==> src/rtl/load_check_queue.sv <==
// Load check queue: tracks speculative loads until commit and flags any that a committed store overwrites.
// Optional: define LCQ_SILENT_STORE_EN to ignore stores whose overlapping bytes match the loaded data.
module load_check_queue #(
   parameter  int DEPTH  = 8,
   parameter  int ADDR_W = 30,
   parameter  int DATA_W = 32,
   localparam int BYTES  = DATA_W / 8,
   localparam int TAG_W  = $clog2(DEPTH)
) (
   input  logic              clk,
   input  logic              reset_n,
   input  logic              kill,
   input  logic              alloc_valid,
   output logic              alloc_ready,
   output logic [TAG_W-1:0]  alloc_tag,
   input  logic [ADDR_W-1:0] alloc_addr,
   input  logic [BYTES-1:0]  alloc_mask,
   input  logic [DATA_W-1:0] alloc_data,
   input  logic              st_valid,
   input  logic [ADDR_W-1:0] st_addr,
   input  logic [BYTES-1:0]  st_mask,
   input  logic [DATA_W-1:0] st_data,
   input  logic              commit_valid,
   input  logic [TAG_W-1:0]  commit_tag,
   output logic              commit_misload,
   output logic [TAG_W:0]    count
);

   logic [DEPTH-1:0]  busy;
   logic [DEPTH-1:0]  miss;
   logic [ADDR_W-1:0] addr_q [DEPTH];
   logic [BYTES-1:0]  mask_q [DEPTH];
   logic [DEPTH-1:0]  st_flag;
   logic              alloc_flag;
   logic              fire;
   logic              commit_hit;

`ifdef LCQ_SILENT_STORE_EN
   logic [DATA_W-1:0] data_q [DEPTH];

   // Only lanes written by both the load and the store can make the store visible.
   function automatic logic lanes_differ(input logic [BYTES-1:0]  m,
                                         input logic [DATA_W-1:0] d,
                                         input logic [BYTES-1:0]  sm,
                                         input logic [DATA_W-1:0] sd);
      lanes_differ = 1'b0;
      for (int b = 0; b < BYTES; b++)
         if (m[b] && sm[b] && d[8*b +: 8] != sd[8*b +: 8])
            lanes_differ = 1'b1;
   endfunction
`else
   logic unused_data;
   assign unused_data = ^{alloc_data, st_data};
`endif

   // NOTE: every variable assigned in always_comb gets a default first, so no latch is inferred.
   always_comb begin
      st_flag    = '0;
      alloc_flag = st_valid && alloc_addr == st_addr && |(alloc_mask & st_mask);
      for (int e = 0; e < DEPTH; e++) begin
         st_flag[e] = st_valid && busy[e] && addr_q[e] == st_addr && |(mask_q[e] & st_mask);
`ifdef LCQ_SILENT_STORE_EN
         st_flag[e] = st_flag[e] && lanes_differ(mask_q[e], data_q[e], st_mask, st_data);
`endif
      end
`ifdef LCQ_SILENT_STORE_EN
      alloc_flag = alloc_flag && lanes_differ(alloc_mask, alloc_data, st_mask, st_data);
`endif
   end

   always_comb begin
      alloc_tag = '0;
      for (int e = DEPTH - 1; e >= 0; e--)
         if (!busy[e])
            alloc_tag = TAG_W'(e);
   end

   assign alloc_ready    = count != (TAG_W + 1)'(DEPTH);
   assign fire           = alloc_valid && alloc_ready;
   assign commit_hit     = commit_valid && busy[commit_tag];
   assign commit_misload = commit_hit && (miss[commit_tag] || st_flag[commit_tag]);

   // NOTE: sequential state uses non-blocking assignments so every flop samples pre-edge values.
   always_ff @(posedge clk or negedge reset_n) begin
      if (!reset_n) begin
         busy  <= '0;
         miss  <= '0;
         count <= '0;
      end else if (kill) begin
         busy  <= '0;
         miss  <= '0;
         count <= '0;
      end else begin
         for (int e = 0; e < DEPTH; e++)
            if (st_flag[e])
               miss[e] <= 1'b1;
         // Retire wins over a same-cycle store flag; the flag was already reported on commit_misload.
         if (commit_hit) begin
            busy[commit_tag] <= 1'b0;
            miss[commit_tag] <= 1'b0;
         end
         if (fire) begin
            busy[alloc_tag] <= 1'b1;
            miss[alloc_tag] <= alloc_flag;
         end
         count <= count + (TAG_W + 1)'(fire) - (TAG_W + 1)'(commit_hit);
      end
   end

   // NOTE: payload storage has no reset; it is only ever read qualified by busy.
   always_ff @(posedge clk) begin
      if (fire) begin
         addr_q[alloc_tag] <= alloc_addr;
         mask_q[alloc_tag] <= alloc_mask;
`ifdef LCQ_SILENT_STORE_EN
         data_q[alloc_tag] <= alloc_data;
`endif
      end
   end

endmodule

==> config.mk <==
export PLATFORM = sky130hd
export DESIGN_NAME = load_check_queue
export DESIGN_NICKNAME = d
export VERILOG_FILES = /design/src/rtl/load_check_queue.sv
export SDC_FILE = /design/constraint.sdc
export NUM_CORES = 1
export LEC_CHECK = 0
export ABC_AREA = 0
export CORE_MARGIN = 2
export CORE_UTILIZATION = 35
export DETAILED_ROUTE_END_ITERATION = 16
export GPL_TIMING_DRIVEN = 0
export PLACE_DENSITY = 0.58
export REMOVE_ABC_BUFFERS = 1
export SETUP_SLACK_MARGIN = 0.02
export SLEW_MARGIN = 25
export SYNTH_ARGS = -nofsm -noshare
export SYNTH_HDL_FRONTEND = slang
export SYNTH_SLANG_ARGS = --single-unit
==> constraint.sdc <==
create_clock -name clk -period 3.53 [get_ports clk]
set_input_delay 0.706 -clock clk [delete_from_list [all_inputs] [get_ports clk]]
set_output_delay 0.706 -clock clk [all_outputs]
set_load 0.05 [all_outputs]
==> impl_results.md, run 1 <==
* Final Cycle Share at 103.9%
* Fill count at roughly 3300
* Crit-path cells: clkbuf_4, xor2_1, nor4_2, nand4_1, buf_4, or4_1, o21ai_1, a22oi_2, a31oi_2, buf_6
* Routed length per instance at 25.93 µm
* Maximum number of pins on one net before global-route repair at 35
* Final hold vios at 0
* Failing checks: negative setup slack
* Sum Neg Setup Slack at -0.1370 ns
* Worst hold path type: primary input to async pin
* Clock sinks at ~300
* Crit path kind: primary input to output pin
* Multi-input gate area at between 4000 and 5000 µm²
* Starting Density at between 30% and 40%
* Main flop type after synthesis: edfxtp_1
* Clk_lat worst skew at approximately 0.56 ns
* Final setup vio count at 1
* DP Worst Slack at -2.300 ns
* Final Power at roughly 8.0 mW
* CP max stage cell: nor4_2
* Clock skew at between 0.015 and 0.02 ns
* Max Cap Violations at 0
* Die ar. at around 38000 µm²
* Mapped Area at 12880 µm²
* Clk slew on worst S/H paths at 0.07 ns
* DRT iter0 DRCs at between 700 and 800
* WP buf/inv at 3
* RSZ-0062 raised after global routing: true
* Synth Warn # at 0
* Initial antenna violation count at 0
* Synth top area share at 63.43%
* Measured slew at the worst slew-check pin at roughly 0.9 ns
* Netlist cell types at between 40 and 50
* Clock Path Buffers at 3
* Vias in the first global route at roughly 7500
* R2R Setup Slk at about 0.63 ns
* Post-CTS Hold Buffers at 0
* Area growth syn-to-layout at 19.89%
* Syn Inst Count at approximately 870
* Post-synth EDFFs at ~270
* Die width at 195.8 µm
* CTS tree: built
* Max stage delay on crit path at about 0.43 ns
* HPWL after detailed placement at approximately 25000 µm
* Final setup margin at -0.1370 ns
* Post-synthesis sequential area ratio at about two thirds
* Drc violations at 0
* Area leader, netlist: edfxtp_1
* First-pass DRT Iterations at 5
* Most common cell in the synthesized netlist: edfxtp_1
* Leakage power at between 5 and 6 nW
* Vias/cell at 5.247
* Worst r2r src: busy[5]
* CTS buffer count at 30
* Nets at roughly 1100
* Die height at slightly below 200 µm
* Final slew viol count at 0
* # rows at 70
* Crit path max fanout at 9
* Routed Antenna Nets at 0
* H-tree levels at 1
* FF/Latch Area at about 8700 µm²
* Family with the most delay on the worst path: simple AND/OR/NAND/NOR gates
* Fraction of registers with async set/reset at 6.849%
* Worst r2r dst: count[2]
* Max IR drop VDD at 0.3249 mV
* Commonest cells in the netlist: edfxtp_1 (272), xor2_1 (181), xnor2_1 (91), nor4_1 (47), nand4_1 (31)
* Outcome: finished, violations left
* Critical path data arrival time at between 2 and 3 ns
* Area contributors post-synth: edfxtp_1 (63%), xor2_1 (12%), xnor2_1 (6.2%)
* Placeable Area at 36430 µm²
* Routed Wire Length at 37580 µm
* CP endpoint kind: output pin
* Worst path required time at roughly 2.8 ns
* Normalized max-slew margin at around 39%
* # port buffers at 85
* R2R depth at 11
* First-pass GRT wire length at 53120 µm
* Boundary pin count at 150
* Syn_area_per_cell at ~15 µm²
* Final min period at ~3.7 ns
* Antenna fix cells at 0
* Yosys reg bits at between 200 and 300
* Highest Clock Rate at ~270 MHz
* Gr ovfl total at 0
* Core Util, Final at 42.37%
* RD Place Congestion at roughly 0.86
* Clock root cell: clkbuf_16
* Power density over the cells at 515.1 nW/µm²
* Startpoint Class: primary input
* Critical path origin: st_addr[6]
* Share of post-route cells with drive strength above 1 at approximately 14%
* Gr usage total at just under 20%
* Via Count at around 7600
## report_power, final
| part | total, mW | switching, mW | leakage [nW] | internal [mW] |
|---|---|---|---|---|
| registers | 3.99 | 0.0551 | 2.74 | 3.94 |
| clock network | 3.04 | 1.30 | 0.458 | 1.73 |
| logic | 0.921 | 0.607 | 1.95 | 0.314 |
## worst max-delay path by stage
stage	endpoint	slack, ns	cells past startpoint
after global routing	commit_misload	-0.21	9
final	commit_misload	-0.14	10
after global placement	commit_misload	-2.37	9
after detailed placement	commit_misload	-2.30	9
after floorplan	addr_q[2][0]	-0.19	6
after CTS	commit_misload	-0.17	9
## cell type report
cell class                 instances  share of cell area (%)
clock inverter                    11                  0.5511
sequential                       292                   56.15
multi-input combinational        524                   27.49
inverter                          15                  0.3647
timing repair buffer              97                   6.160
tap                              468                   3.793
clock buffer                      42                   5.487
## metrics by stage
stage          cell area [µm²]  instances  hold slack (ns)
4_1_cts                  15340       1447           0.6054
6_report                 15440       1449           0.1246
3_3_place_gp             14110       1384           0.5838
3_5_place_dp             14280       1391           0.5892
5_1_grt                  15440       1449           0.1366
2_1_floorplan            12670        831           0.4104
## sequential cells by signal, summed over array words and instances (netlist names)
register,flops
mask_q,32
addr_q,240
count,4
miss,8
busy,8
## cells in the final DEF, fill, tap and decap left out, drive strengths merged, types with 16 or more instances in the layout
cell type,Yosys,routed
nor2,16,16
dfrtp,20,20
xnor2,91,91
buf,34,36
nand4,31,31
nand3,21,21
clkdlybuf4s50,0,44
edfxtp,272,272
nor4,48,48
a21oi,18,18
nand2,21,21
xor2,181,181
clkbuf,6,52
## worst reg2reg max path, stage by stage, from the launching register on
cell and delay [ns]:
dfrtp_1 0.49, mux2_2 0.31, a22oi_1 0.15, o22ai_1 0.14, o21ai_0 0.40, inv_1 0.13, ha_1 0.29, inv_1 0.04
ha_1 0.20, fa_1 0.41, xnor2_1 0.14, nor2_1 0.06
## layer usage
metal	vias up	track usage, %	wire [µm]
li1	3389	-	-
met1	3896	27.87	17010
met2	265	31.20	17340
met4	0	5.331	1094
met5	-	0	0
met3	53	2.561	2136
## cells by family (layout without fill, tap and decap cells)
logic type	Yosys count	in the layout	synth area share [%]
AO/OA/AOI/OAI	70	70	3.732
XOR/XNOR	272	272	18.50
AND/OR/NAND/NOR	172	172	7.434
buffers and inverters	55	165	2.031
adder cells (fa/ha/maj)	6	6	0.6413
flip-flops	292	292	67.32
multiplexers	4	4	0.3401
## what timing repair did
item | CTS | global route
pin swaps | 9 | 10
hold endpoints to repair | 0 | 0
resized for setup | 213 | 31
setup endpoints to repair | 3 | 5
setup buffers | 3 | 2
(Power assumes the default switching activity.)
==> inputs of run 2 (changes only) <==
--- a/config.mk
+++ b/config.mk
@@ -13,7 +13,6 @@
 export PLACE_DENSITY = 0.58
 export REMOVE_ABC_BUFFERS = 1
 export SETUP_SLACK_MARGIN = 0.02
-export SLEW_MARGIN = 25
 export SYNTH_ARGS = -nofsm -noshare
 export SYNTH_HDL_FRONTEND = slang
 export SYNTH_SLANG_ARGS = --single-unit
==> impl_results.md, run 2 (same netlist as run 1, synthesis figures left out) <==
* Internal power at around 6.0 mW
* Die ar. at between 30000 and 40000 µm²
* CP max stage cell: or4_1
* Placeable Area at 36430 µm²
* Area growth syn-to-layout at 19.35%
* Crit path to: commit_misload
* Final slew viol count at 0
* Leakage power at 5.090 nW
* Maximum number of pins on one net before global-route repair at 37
* Clock skew at 0.02644 ns
* Clock root cell: clkbuf_16
* Measured slew at the worst slew-check pin at between 1 and 1.5 ns
* # rows at 70
* WP buf/inv at 2
* Vias in the first global route at 7522
* DRT iter0 DRCs at 607
* Worst r2r dst: count[2]
* Crit-path cells: clkdlybuf4s15_1, nand3_1, or4_1, or4_1, o21ai_1, a22oi_2, a31oi_2, buf_6
* Failing checks: negative setup slack
* Nets at between 1000 and 1500
* Post-CTS Hold Buffers at 0
* Startpoint Class: primary input
* CTS tree: built
* Max Cap Violations at 0
* Share of post-route cells with drive strength above 1 at approximately 13%
* Gr usage total at roughly a fifth
* Crit path max fanout at 9
* HPWL after detailed placement at ~24000 µm
* Routed Antenna Nets at 0
* Post-route cell area at about 15000 µm²
* Gr ovfl total at 0
* Net Switching at between 1.5 and 2 mW
* Logic pwr share at between 10 and 15%
* Final hold vios at 0
* RSZ-0062 raised after global routing: true
* Boundary pin count at 150
* Switching Share at roughly 25%
* Highest Clock Rate at approximately 280 MHz
* Outcome: finished, violations left
* Critical path origin: st_valid
* Most flop-heavy register: addr_q
* Routed Wire Length at roughly 37000 µm
* Sum Neg Setup Slack at -0.07148 ns
* Final min period at between 3 and 4 ns
* Clock network power share at around two fifths
* Crit. path cell count at 8
* Crit path kind: primary input to output pin
* H-tree levels at 1
* Worst hold path type: flip-flop to flip-flop
* Seq pwr share at approximately half
* Routed length per instance at about 26 µm
* Starting Density at 35.34%
* Power density over the cells at 516.9 nW/µm²
* Final Cycle Share at 102.0%
* Final setup vio count at 1
* R2R Setup Slk at 0.61 ns
* Clk slew on worst S/H paths at 0.06 ns
* Clk_lat worst skew at slightly below 0.6 ns
* Most frequent cells in the layout: edfxtp_1 (272), xor2_1 (181), xnor2_1 (89)
* Max IR drop VDD at between 0.3 and 0.4 mV
* Vias/cell at between 5 and 6
* Family with the most delay on the worst path: simple AND/OR/NAND/NOR gates
* Critical path data arrival time at roughly 2.9 ns
* # port buffers at 85
* Placed Area at between 10000 and 15000 µm²
* Largest registers: addr_q: 240 flops, mask_q: 32 flops
* Die height at 195.8 µm
* Worst path required time at approximately 2.8 ns
* First-pass DRT Iterations at 5
* Drc violations at 0
* Max reg flops at 240
* Most common cell after layout, fill and taps aside: edfxtp_1
* CP dominant cell by count: or4_1
* Worst r2r src: busy[5]
* RD Place Congestion at around 0.86
* Clock sinks at roughly 300
* CP endpoint kind: output pin
* Via Count at around 7500
* Final setup margin at -0.07148 ns
* CTS buffer count at 31
* First-pass GRT wire length at 53040 µm
* Die width at just under 200 µm
* Clock Path Buffers at 3
* R2R depth at 11
* Normalized max-slew margin at between 20% and 30%
* Initial antenna violation count at 0
* Max stage delay on crit path at between 0.5 and 0.6 ns
* Hold WS at ~0.6 ns
## run 2: final cells by class
| cell class | instances | area, µm² |
|---|---|---|
| clock buffers | 38 | 802.0 |
| clock inverters | 16 | 121.4 |
| well taps | 468 | 585.6 |
| inverters | 15 | 56.30 |
| repair buffers | 93 | 902.1 |
| flip-flops and latches | 292 | 8668 |
| fillers | 3325 | 21070 |
| diodes | 1 | 2.502 |
| multi-input cells | 524 | 4229 |
## run 2: power groups by stage
stage          Combinational [mW]  Clock, mW  Sequential, mW
2_1_floorplan               0.377          0            4.11
6_report                    0.902       3.05            3.99
4_1_cts                     0.904       3.08            4.00
3_3_place_gp                0.865          0            4.07
3_5_place_dp                0.884          0            4.07
5_1_grt                     0.973       3.20            4.01
## run 2: per-layer routing
| metal | GRT usage [%] | vias up | part of all wire, % |
|---|---|---|---|
| li1 | - | 3385 | - |
| met1 | 27.48 | 3818 | 44 |
| met2 | 30.72 | 285 | 46 |
| met3 | 3.198 | 57 | 6.8 |
| met4 | 5.892 | 0 | 3.1 |
| met5 | 0 | - | 0 |
## run 2: worst min-delay path by stage
stage / start / end / slack, ns / cells after the start
6_report: miss[2] / miss[2] / 0.60 / 2
5_1_grt: miss[0] / miss[0] / 0.64 / 2
4_1_cts: miss[2] / miss[2] / 0.60 / 2
3_5_place_dp: miss[2] / miss[2] / 0.59 / 2
3_3_place_gp: miss[2] / miss[2] / 0.58 / 2
2_1_floorplan: reset_n / busy[0] / 0.41 / 0
## run 2: worst min-delay path: cells and delay by family, from the launching register on
family         cells  cell delay (ns)
flip-flops         1             0.34
AO/OA/AOI/OAI      2             0.22
## run 2: repair_timing
action / 4_1_cts / 5_1_grt
buffers inserted: 3 / 0
pin swaps: 10 / 5
resized for setup: 228 / 18
setup endpoints to repair: 3 / 5
## run 2: stage by stage
stage | setup slack (ns) | power, mW | util (%) | cells
3_5_place_dp | -2.290 | 4.953 | 39.08 | 1389
2_1_floorplan | -0.1886 | 4.487 | - | 831
5_1_grt | -0.1331 | 8.183 | 42.17 | 1446
4_1_cts | -0.1201 | 7.977 | 41.98 | 1446
6_report | -0.07148 | 7.943 | 42.18 | 1447
3_3_place_gp | -2.368 | 4.934 | 38.72 | 1384
==> inputs of run 3 (changes only) <==
--- a/config.mk
+++ b/config.mk
@@ -6,7 +6,6 @@
 export NUM_CORES = 1
 export LEC_CHECK = 0
 export ABC_AREA = 0
-export CORE_MARGIN = 2
 export CORE_UTILIZATION = 35
 export DETAILED_ROUTE_END_ITERATION = 16
 export GPL_TIMING_DRIVEN = 0
==> impl_results.md, run 3 (same netlist as run 1, synthesis figures left out) <==
* First-pass GRT wire length at 52160 µm
* Via Count at around 7500
* Share of post-route cells with drive strength above 1 at roughly an eighth
* Placed cell count at approximately 1400
* Highest Clock Rate at 275.2 MHz
* RD Place Congestion at around 0.85
* Crit path kind: flip-flop to output pin
* Maximum number of pins on one net before global-route repair at 37
* CP dominant cell by count: nand4_1
* Final setup margin at -0.1038 ns
* Power density over the cells at between 500 and 600 nW/µm²
* Routed Antenna Nets at 0
* Final Power at roughly 8.0 mW
* Clock root cell: clkbuf_16
* Worst hold start: miss[2]
* Most flop-heavy register: addr_q
* Final hold vios at 0
* Outcome: finished, violations left
* Worst hold stages at 2
* Post-route cell area at between 15000 and 20000 µm²
* Max stage delay on crit path at 0.42 ns
* Core Util, Final at 42.72%
* # port buffers at 85
* Starting Density at between 30% and 40%
* Fill count at approximately 3300
* H-tree levels at 1
* Antenna fix cells at 0
* Placeable Area at around 36000 µm²
* Clk_lat worst skew at roughly 0.57 ns
* Leakage power at approximately 5.1 nW
* Worst path required time at 2.82 ns
* Final Cycle Share at 102.9%
* CP endpoint kind: output pin
* CTS tree: built
* Largest registers: addr_q: 240 flops, mask_q: 32 flops
* # rows at 69
* Vias/cell at about 5.2
* Worst r2r dst: count[2]
* Vias in the first global route at 7381
* HPWL after detailed placement at between 20000 and 25000 µm
* Most frequent cells in the layout: edfxtp_1 (272), xor2_1 (181), xnor2_1 (86)
* Gr usage total at 19.36%
* CTS buffer count at 30
* Routed length per instance at 25.22 µm
* R2R Setup Slk at ~0.65 ns
* DRT iter0 DRCs at 489
* Routed Wire Length at between 30000 and 40000 µm
* Failing checks: negative setup slack
* Final min period at approximately 3.6 ns
* Startpoint Class: flip-flop
* Normalized max-slew margin at around 18%
* Worst r2r src: busy[5]
* Most common cell after layout, fill and taps aside: edfxtp_1
* Post-route insts no fill at around 1400
* Clk slew on worst S/H paths at ~0.070 ns
* Area growth syn-to-layout at 19.16%
* RSZ-0062 raised after global routing: true
* Boundary pin count at 150
* First-pass DRT Iterations at 5
* Nets at around 1100
* CP max stage cell: edfxtp_1
* Max reg flops at 240
* Initial antenna violation count at 0
* Final slew viol count at 0
* Hold WS at just over 0.6 ns
* Drc violations at 0
* Worst Hold End: miss[2]
* Critical path data arrival time at between 2 and 3 ns
* Crit-path cells: xnor2_2, nand4_1, nor4_4, nand4_1, nor4_1, o31ai_1, a31oi_1, buf_4
* Sum Neg Setup Slack at -0.1038 ns
* Clock Path Buffers at 3
* Max Cap Violations at 0
* Die height at 193.8 µm
* Die ar. at ~38000 µm²
* DP Worst Slack at -2.186 ns
* R2R depth at 11
* Clock sinks at between 200 and 300
* Placed Area at ~14000 µm²
* Measured slew at the worst slew-check pin at roughly 1.2 ns
* Clock skew at around 0.021 ns
* Max IR drop VDD at roughly 0.33 mV
* Final setup vio count at 1
* Worst hold path type: flip-flop to flip-flop
* Crit path max fanout at 2
* Die width at 193.8 µm
* Gr ovfl total at 0
-- run 3: per-layer routing --
layer	wire length [µm]	GRT usage (%)	vias up
met1	16340	27.19	3835
met5	0	0	-
li1	-	-	3383
met4	879	4.919	0
met2	16880	30.99	242
met3	2118	3.374	49
-- run 3: layout make-up --
class | instances | area (µm²) | area share (%)
flip-flops and latches | 292 | 8668 | 56.49
multi-input cells | 524 | 4250 | 27.70
repair buffers | 92 | 859.6 | 5.602
clock buffers | 40 | 788.3 | 5.137
well taps | 461 | 576.8 | 3.759
clock inverters | 12 | 143.9 | 0.9378
inverters | 15 | 56.30 | 0.3670
-- run 3: power breakdown --
part           internal (mW)  leakage, nW  switching, mW
sequential              3.94         2.74         0.0551
clock                   1.78        0.449           1.30
combinational          0.307         1.89          0.605
-- run 3: worst max-delay path: cells and delay by family (launching register included) --
family                    cells  cell delay [ns]
xor gates and xnor gates      1             0.21
DFF                           1             0.42
AOI/OAI and AO/OA             2             0.39
buffers and inverters         1             0.23
and+or+nand+nor               4             1.11
-- run 3: how the worst max path moves through the flow --
stage | start | to | slack (ns) | cells past startpoint
final | addr_q[2][9] | commit_misload | -0.10 | 8
after global routing | addr_q[1][22] | commit_misload | -0.16 | 8
after CTS | addr_q[2][9] | commit_misload | -0.11 | 8
after detailed placement | st_addr[12] | commit_misload | -2.19 | 9
after global placement | st_addr[6] | commit_misload | -2.19 | 9
after floorplan | count[2] | addr_q[2][0] | -0.19 | 6
-- run 3: timing repair --
item,in CTS,in global routing
resized for setup,227,18
gates cloned,0,0
pin swaps,14,7
setup buffers,2,1
hold buffers,0,0
setup endpoints to repair,3,5
hold endpoints to repair,0,0
==> edit 1: new RTL, settings of run 3 <==
Add a define of `LCQ_SILENT_STORE_EN`.
--- a/src/rtl/load_check_queue.sv
+++ b/src/rtl/load_check_queue.sv
@@ -1,4 +1,6 @@
 // Load check queue: tracks speculative loads until commit and flags any that a committed store overwrites.
 // Optional: define LCQ_SILENT_STORE_EN to ignore stores whose overlapping bytes match the loaded data.
+`define LCQ_SILENT_STORE_EN
+
 module load_check_queue #(
    parameter  int DEPTH  = 8,
Function: changed (Yosys sat finds a counterexample within 4 cycles, from zero or initial values and one cycle with reset_n low).
==> edit 1 against run 3 <==
The run still ends with negative setup slack left; synthesized cell count up 84%; synthesized area up 88%; combinational power up 69%; worst setup slack worse by 190 ps; routed wire length increased by 83%; first-iteration DRC count increased by 120%; total power increased by 86%; sequential cell count grew 256; non-clock buffer count grew 75; via count grew 83%; worst hold slack improved by 7.9 ps; final area up 88%; core utilization decreased by 0.069 points; largest cell class unchanged; highest routed layer is now met5.
==> edit 1: results (changes against run 3) <==
[run_status]
outcome = finished, violations left  ; unchanged
violations = negative setup slack  ; unchanged

[grt]
grt_pass1_wl_um = 95600  ; was 52200 um
gr-usage-met3_pct = 4.25  ; was 3.37%
antenna_found_initial = 9  ; was 0
grt_pass1_vias = 13900  ; was 7381
grtUsageMet2_pct = 32.0  ; was 31.0%
grt_start_max_net_pins = 55  ; was 37
met1_usage_pct = 24.0  ; was 27.2%
track_usage_pct = 18.8  ; was 19.4%

[power_and_ir_drop]
vdd_ir_drop_max_uv = 386  ; was 327 uV
finalPower_mw = 14.9  ; was 7.98 mW
total_leakage_power_nw = 9.57  ; was 5.08 nW
swShare_pct = 24.2  ; was 24.6%
p_clk_share_pct = 39.1  ; was 38.5%

[logic_synthesis]
syn_inst = 1605  ; was 871
synth_edf_count = 528  ; was 272
synth-compound-area-share_pct = 2.35  ; was 3.73%
synth_area_leaders = edfxtp_1 (66%), xor2_1 (15%), xnor2_1 (4.8%)  ; was edfxtp_1 (63%), xor2_1 (12%), xnor2_1 (6.2%)
synthAdderAreaFrac_pct = 0.342  ; was 0.641%
yosysSeqAreaShare_pct = 67.7  ; was 67.3%
synth_common_cells = edfxtp_1 (528), xor2_1 (424), xnor2_1 (132), nor4_1 (117), nand2_1 (59)  ; was edfxtp_1 (272), xor2_1 (181), xnor2_1 (91), nor4_1 (47), nand4_1 (31)
synth_xor_area_share_pct = 20.2  ; was 18.5%
synth_cell_types = 51  ; was 48
synth_mux_area_share_pct = 0.0932  ; was 0.340%

[detailed_routing]
top_layer = met5  ; was met4
wl_met2_um = 32600  ; was 16900 um
met1Wirelength_um = 27300  ; was 16300 um
wirelength_um = 66100  ; was 36200 um
dr_wl_met3_um = 4470  ; was 2120 um
drt_iter0_drc = 1060  ; was 489

[cells_and_area]
stdcell_count = 2676  ; was 1436
nNetsFinal = 1904  ; was 1102
multiInputGateArea_mm2 = 0.00781  ; was 0.00425 mm^2
layout_top_registers = data_q (256), addr_q (240), mask_q (32)  ; was addr_q (240), mask_q (32)
nFillCells = 6043  ; was 3287

[worst_setup_path]
cp_data_arrival_time_ps = 3110  ; was 2930 ps
critPathMaxFanout = 9  ; was 2
regToRegSetupSlack_ps = 740  ; was 650 ps
reg2regPathDepth = 8  ; was 11
worst_r2r_endpoint = count[1]$_DFF_PN0_  ; was count[2]$_DFF_PN0_

[clocking]
cts-buffers-inserted = 58  ; was 30
h-tree-depth = 2  ; was 1
clk_latency_ps = 630  ; was 570 ps

[placed_design]
pre_cts_slack_ps = -2160  ; was -2190 ps
finalWeightedCongestion = 0.882  ; was 0.849
port_buffers = 149  ; was 85

[sta]
whs_ps = 623  ; was 615 ps
setup_ws_ps = -290  ; was -104 ps
fin_setup_tns_ps = -290  ; was -104 ps
finalSetupViolCount = 1  ; unchanged

==> edit 1: cell types whose count changed after synthesis, moves of 17 or more <==
cell      delta
edfxtp_1   +256
xor2_1     +243
nor4_1      +70
xnor2_1     +41
nand2_1     +38
a21oi_1     +37
buf_4       +18
nand4_1     +17
==> edit 1: repair_timing <==
action	CTS	global route
buffers inserted	4	1
cloned	0	0
pin swaps	10	7
gates resized for setup	305	31
endpoints found under the setup margin	6	3
==> edit 1: critical path: stages <==
cell and delay, ps:
buf_2 420, xnor2_1 170, nand4_1 220, nor4_4 320
nand4_1 220, or4_1 450, a31o_1 190, a31oi_1 190
buf_6 210
==> edit 1: how the worst max path moves through the flow <==
stage                                       from                endpoint  slack [ps]  depth (start not counted)
after floorplan               count[2]$_DFF_PN0_  addr_q[4][0]$_DFFE_PP_       -1830                          6
after global routing                 st_addr[28]          commit_misload        -370                          9
after detailed placement             st_addr[16]          commit_misload       -2160                          9
after global placement               alloc_valid       miss[4]$_DFF_PN0_       -4330                          6
final                                st_addr[16]          commit_misload        -290                          9
after CTS                 addr_q[2][1]$_DFFE_PP_          commit_misload        -290                          8
==> edit 1: area by class of cell <==
cell class	instances	share of cell area (%)
sequential	548	56.6
multi-input combinational	963	27.0
timing repair buffer	167	6.10
clock buffer	77	5.42
tap	873	3.78
clock inverter	28	0.775
inverter	19	0.303
antenna	1	0.00866
==> edit 1: logic make-up (layout without fill, tap and decap cells) <==
family | Yosys count | count (layout)
xor+xnor | 556 | 556
flops | 548 | 548
simple gates | 307 | 307
buf+inv | 94 | 291
compound gates | 93 | 93
fa+ha+maj | 6 | 6
mux | 1 | 1
other cells | 0 | 1
==> edit 2: new RTL, flow settings as in run 3 <==
Without the edit above. Make the reset (`reset_n`) synchronous in one clocked block.
--- a/src/rtl/load_check_queue.sv
+++ b/src/rtl/load_check_queue.sv
@@ -82,5 +82,5 @@
 
    // NOTE: sequential state uses non-blocking assignments so every flop samples pre-edge values.
-   always_ff @(posedge clk or negedge reset_n) begin
+   always_ff @(posedge clk) begin
       if (!reset_n) begin
          busy  <= '0;
Formal check against the unedited RTL: differs if reset_n is asserted again (counterexample within 4 cycles, from zero or initial values and one cycle with reset_n low); with reset_n held inactive, the same outputs for 4 cycles.
==> edit 2 against run 3 <==
The run still ends with negative setup slack left; routed wire length shrank 0.78%; worst hold slack got worse by 39 ps; sequential cell count unchanged; worst setup slack lost 56 ps; die area increased by 0.49%; synthesized area up 0.50%; final area fell by 0.89%; register-to-register slack better by 210 ps; total power is 3.8% lower; cell count rose by 0.14%; critical endpoint unchanged.
==> edit 2: results (changes against run 3) <==
[detailed_routing]
avgViaCountPerCell = 5.21  ; was 5.23
avgRoutedWirePerCell_um = 25.0  ; was 25.2 um

[power_and_ir_drop]
total_leakage_power_nw = 4.78  ; was 5.08 nW
vdd_ir_drop_max_uv = 323  ; was 327 uV
switchingPower_mw = 1.71  ; was 1.96 mW

[logic_synthesis]
synth_area_leaders = edfxtp_1 (63%), xnor2_1 (11%), xor2_1 (7.0%)  ; was edfxtp_1 (63%), xor2_1 (12%), xnor2_1 (6.2%)
synth_cell_types = 52  ; was 48
synth-compound-area-share_pct = 3.95  ; was 3.73%
yosysSeqAreaShare_pct = 66.2  ; was 67.3%
synthAdderAreaFrac_pct = 0.638  ; was 0.641%

[grt]
grt_pass1_wl_um = 52000  ; was 52200 um
grt_start_max_net_pins = 38  ; was 37
grt_pass1_vias = 7409  ; was 7381
track_usage_pct = 19.1  ; was 19.4%

[run_status]
violations = negative setup slack  ; unchanged
outcome = finished, violations left  ; unchanged

[sta]
finalSetupViolCount = 1  ; unchanged
whs_ps = 576  ; was 615 ps
setup_ws_ps = -160  ; was -104 ps
relSlewSlack_pct = 30.9  ; was 17.8%
fin_skew_ps = 14.7  ; was 21.5 ps

[worst_setup_path]
reg2regPathDepth = 7  ; was 11
rr_startpoint = busy[6]$_SDFF_PP0_  ; was busy[5]$_DFF_PN0_
cpMaxStageDelayCell = or4_4  ; was edfxtp_1
worst_r2r_endpoint = miss[5]$_SDFF_PP0_  ; was count[2]$_DFF_PN0_

[placed_design]
finalWeightedCongestion = 0.822  ; was 0.849
hpwlAfterDp_um = 23300  ; was 24000 um

[hold_path]
holdPathEnd = busy[0]$_SDFF_PP0_  ; was miss[2]$_DFF_PN0_
hp-start = busy[0]$_SDFF_PP0_  ; was miss[2]$_DFF_PN0_

[cells_and_area]
drive_gt1_share_pct = 12.5  ; was 13.2%
nNetsFinal = 1091  ; was 1102

[floorplanning]
die_area_mm2 = 0.0377  ; was 0.0376 mm^2

edit 2: cell type report:
class / instances / area (um^2)
Inverter: 15 / 56.3
Fill cell: 3282 / 21300
Sequential cell: 292 / 8570
Timing Repair Buffer: 87 / 783
Clock buffer: 41 / 833
Antenna cell: 1 / 2.50
Clock inverter: 17 / 185
Multi-Input combinational cell: 517 / 4190
Tap cell: 468 / 586
edit 2: what timing repair did:
item,4_1_cts,5_1_grt
hold buffers,0,0
buffers inserted,0,0
setup endpoints to repair,1,2
pin swaps,7,0
gates resized for setup,186,4
edit 2: logic make-up after synthesis:
family / count (synthesis)
flops: 292
xor+xnor: 272
simple gates: 166
compound gates: 68
buf+inv: 55
fa+ha+maj: 6
mux: 5
edit 2: how the worst max path moves through the flow:
| stage | from | end | slack (ps) | cells past startpoint |
|---|---|---|---|---|
| floorplan | count[2]$_SDFF_PP0_ | addr_q[4][0]$_DFFE_PP_ | -310 | 6 |
| global placement | st_addr[10] | commit_misload | -1930 | 9 |
| detailed placement | st_addr[10] | commit_misload | -1880 | 9 |
| CTS | addr_q[3][26]$_DFFE_PP_ | commit_misload | -140 | 8 |
| global route | addr_q[3][26]$_DFFE_PP_ | commit_misload | -250 | 8 |
| finish | st_addr[28] | commit_misload | -160 | 9 |
edit 2: worst max-delay path: cells and delay by family:
family,cells,cell delay (ps)
simple gates,3,1180
compound gates,3,440
buf+inv,2,440
xor+xnor,1,200
edit 2: power by group through the flow:
stage | Combinational [mW] | Clock (mW) | Sequential, mW
after CTS | 0.576 | 3.32 | 3.84
after global routing | 0.609 | 3.44 | 3.85
after global placement | 0.575 | 0 | 3.92
after detailed placement | 0.579 | 0 | 3.92
final | 0.571 | 3.26 | 3.84
after floorplan | 0.229 | 0 | 3.92
edit 2: metrics by stage:
step	TNS (ps)	cells	setup slack (ps)	instance area (um^2)
2_1_floorplan	-11030	824	-311	12700
3_3_place_gp	-58290	1377	-1930	14100
3_5_place_dp	-5180	1379	-1880	14200
4_1_cts	-135	1437	-135	15200
5_1_grt	-248	1437	-248	15200
6_report	-160	1438	-160	15200
edit 2: layer usage:
metal  up-vias  wire, um  track usage (%)  share of wire, %
met5         -         0                0                 0
li1       3346         -                -                 -
met3        53      2070             2.50               5.8
met1      3850     16000             26.8                44
met4         0       585             4.12               1.6
met2       247     17300             31.7                48
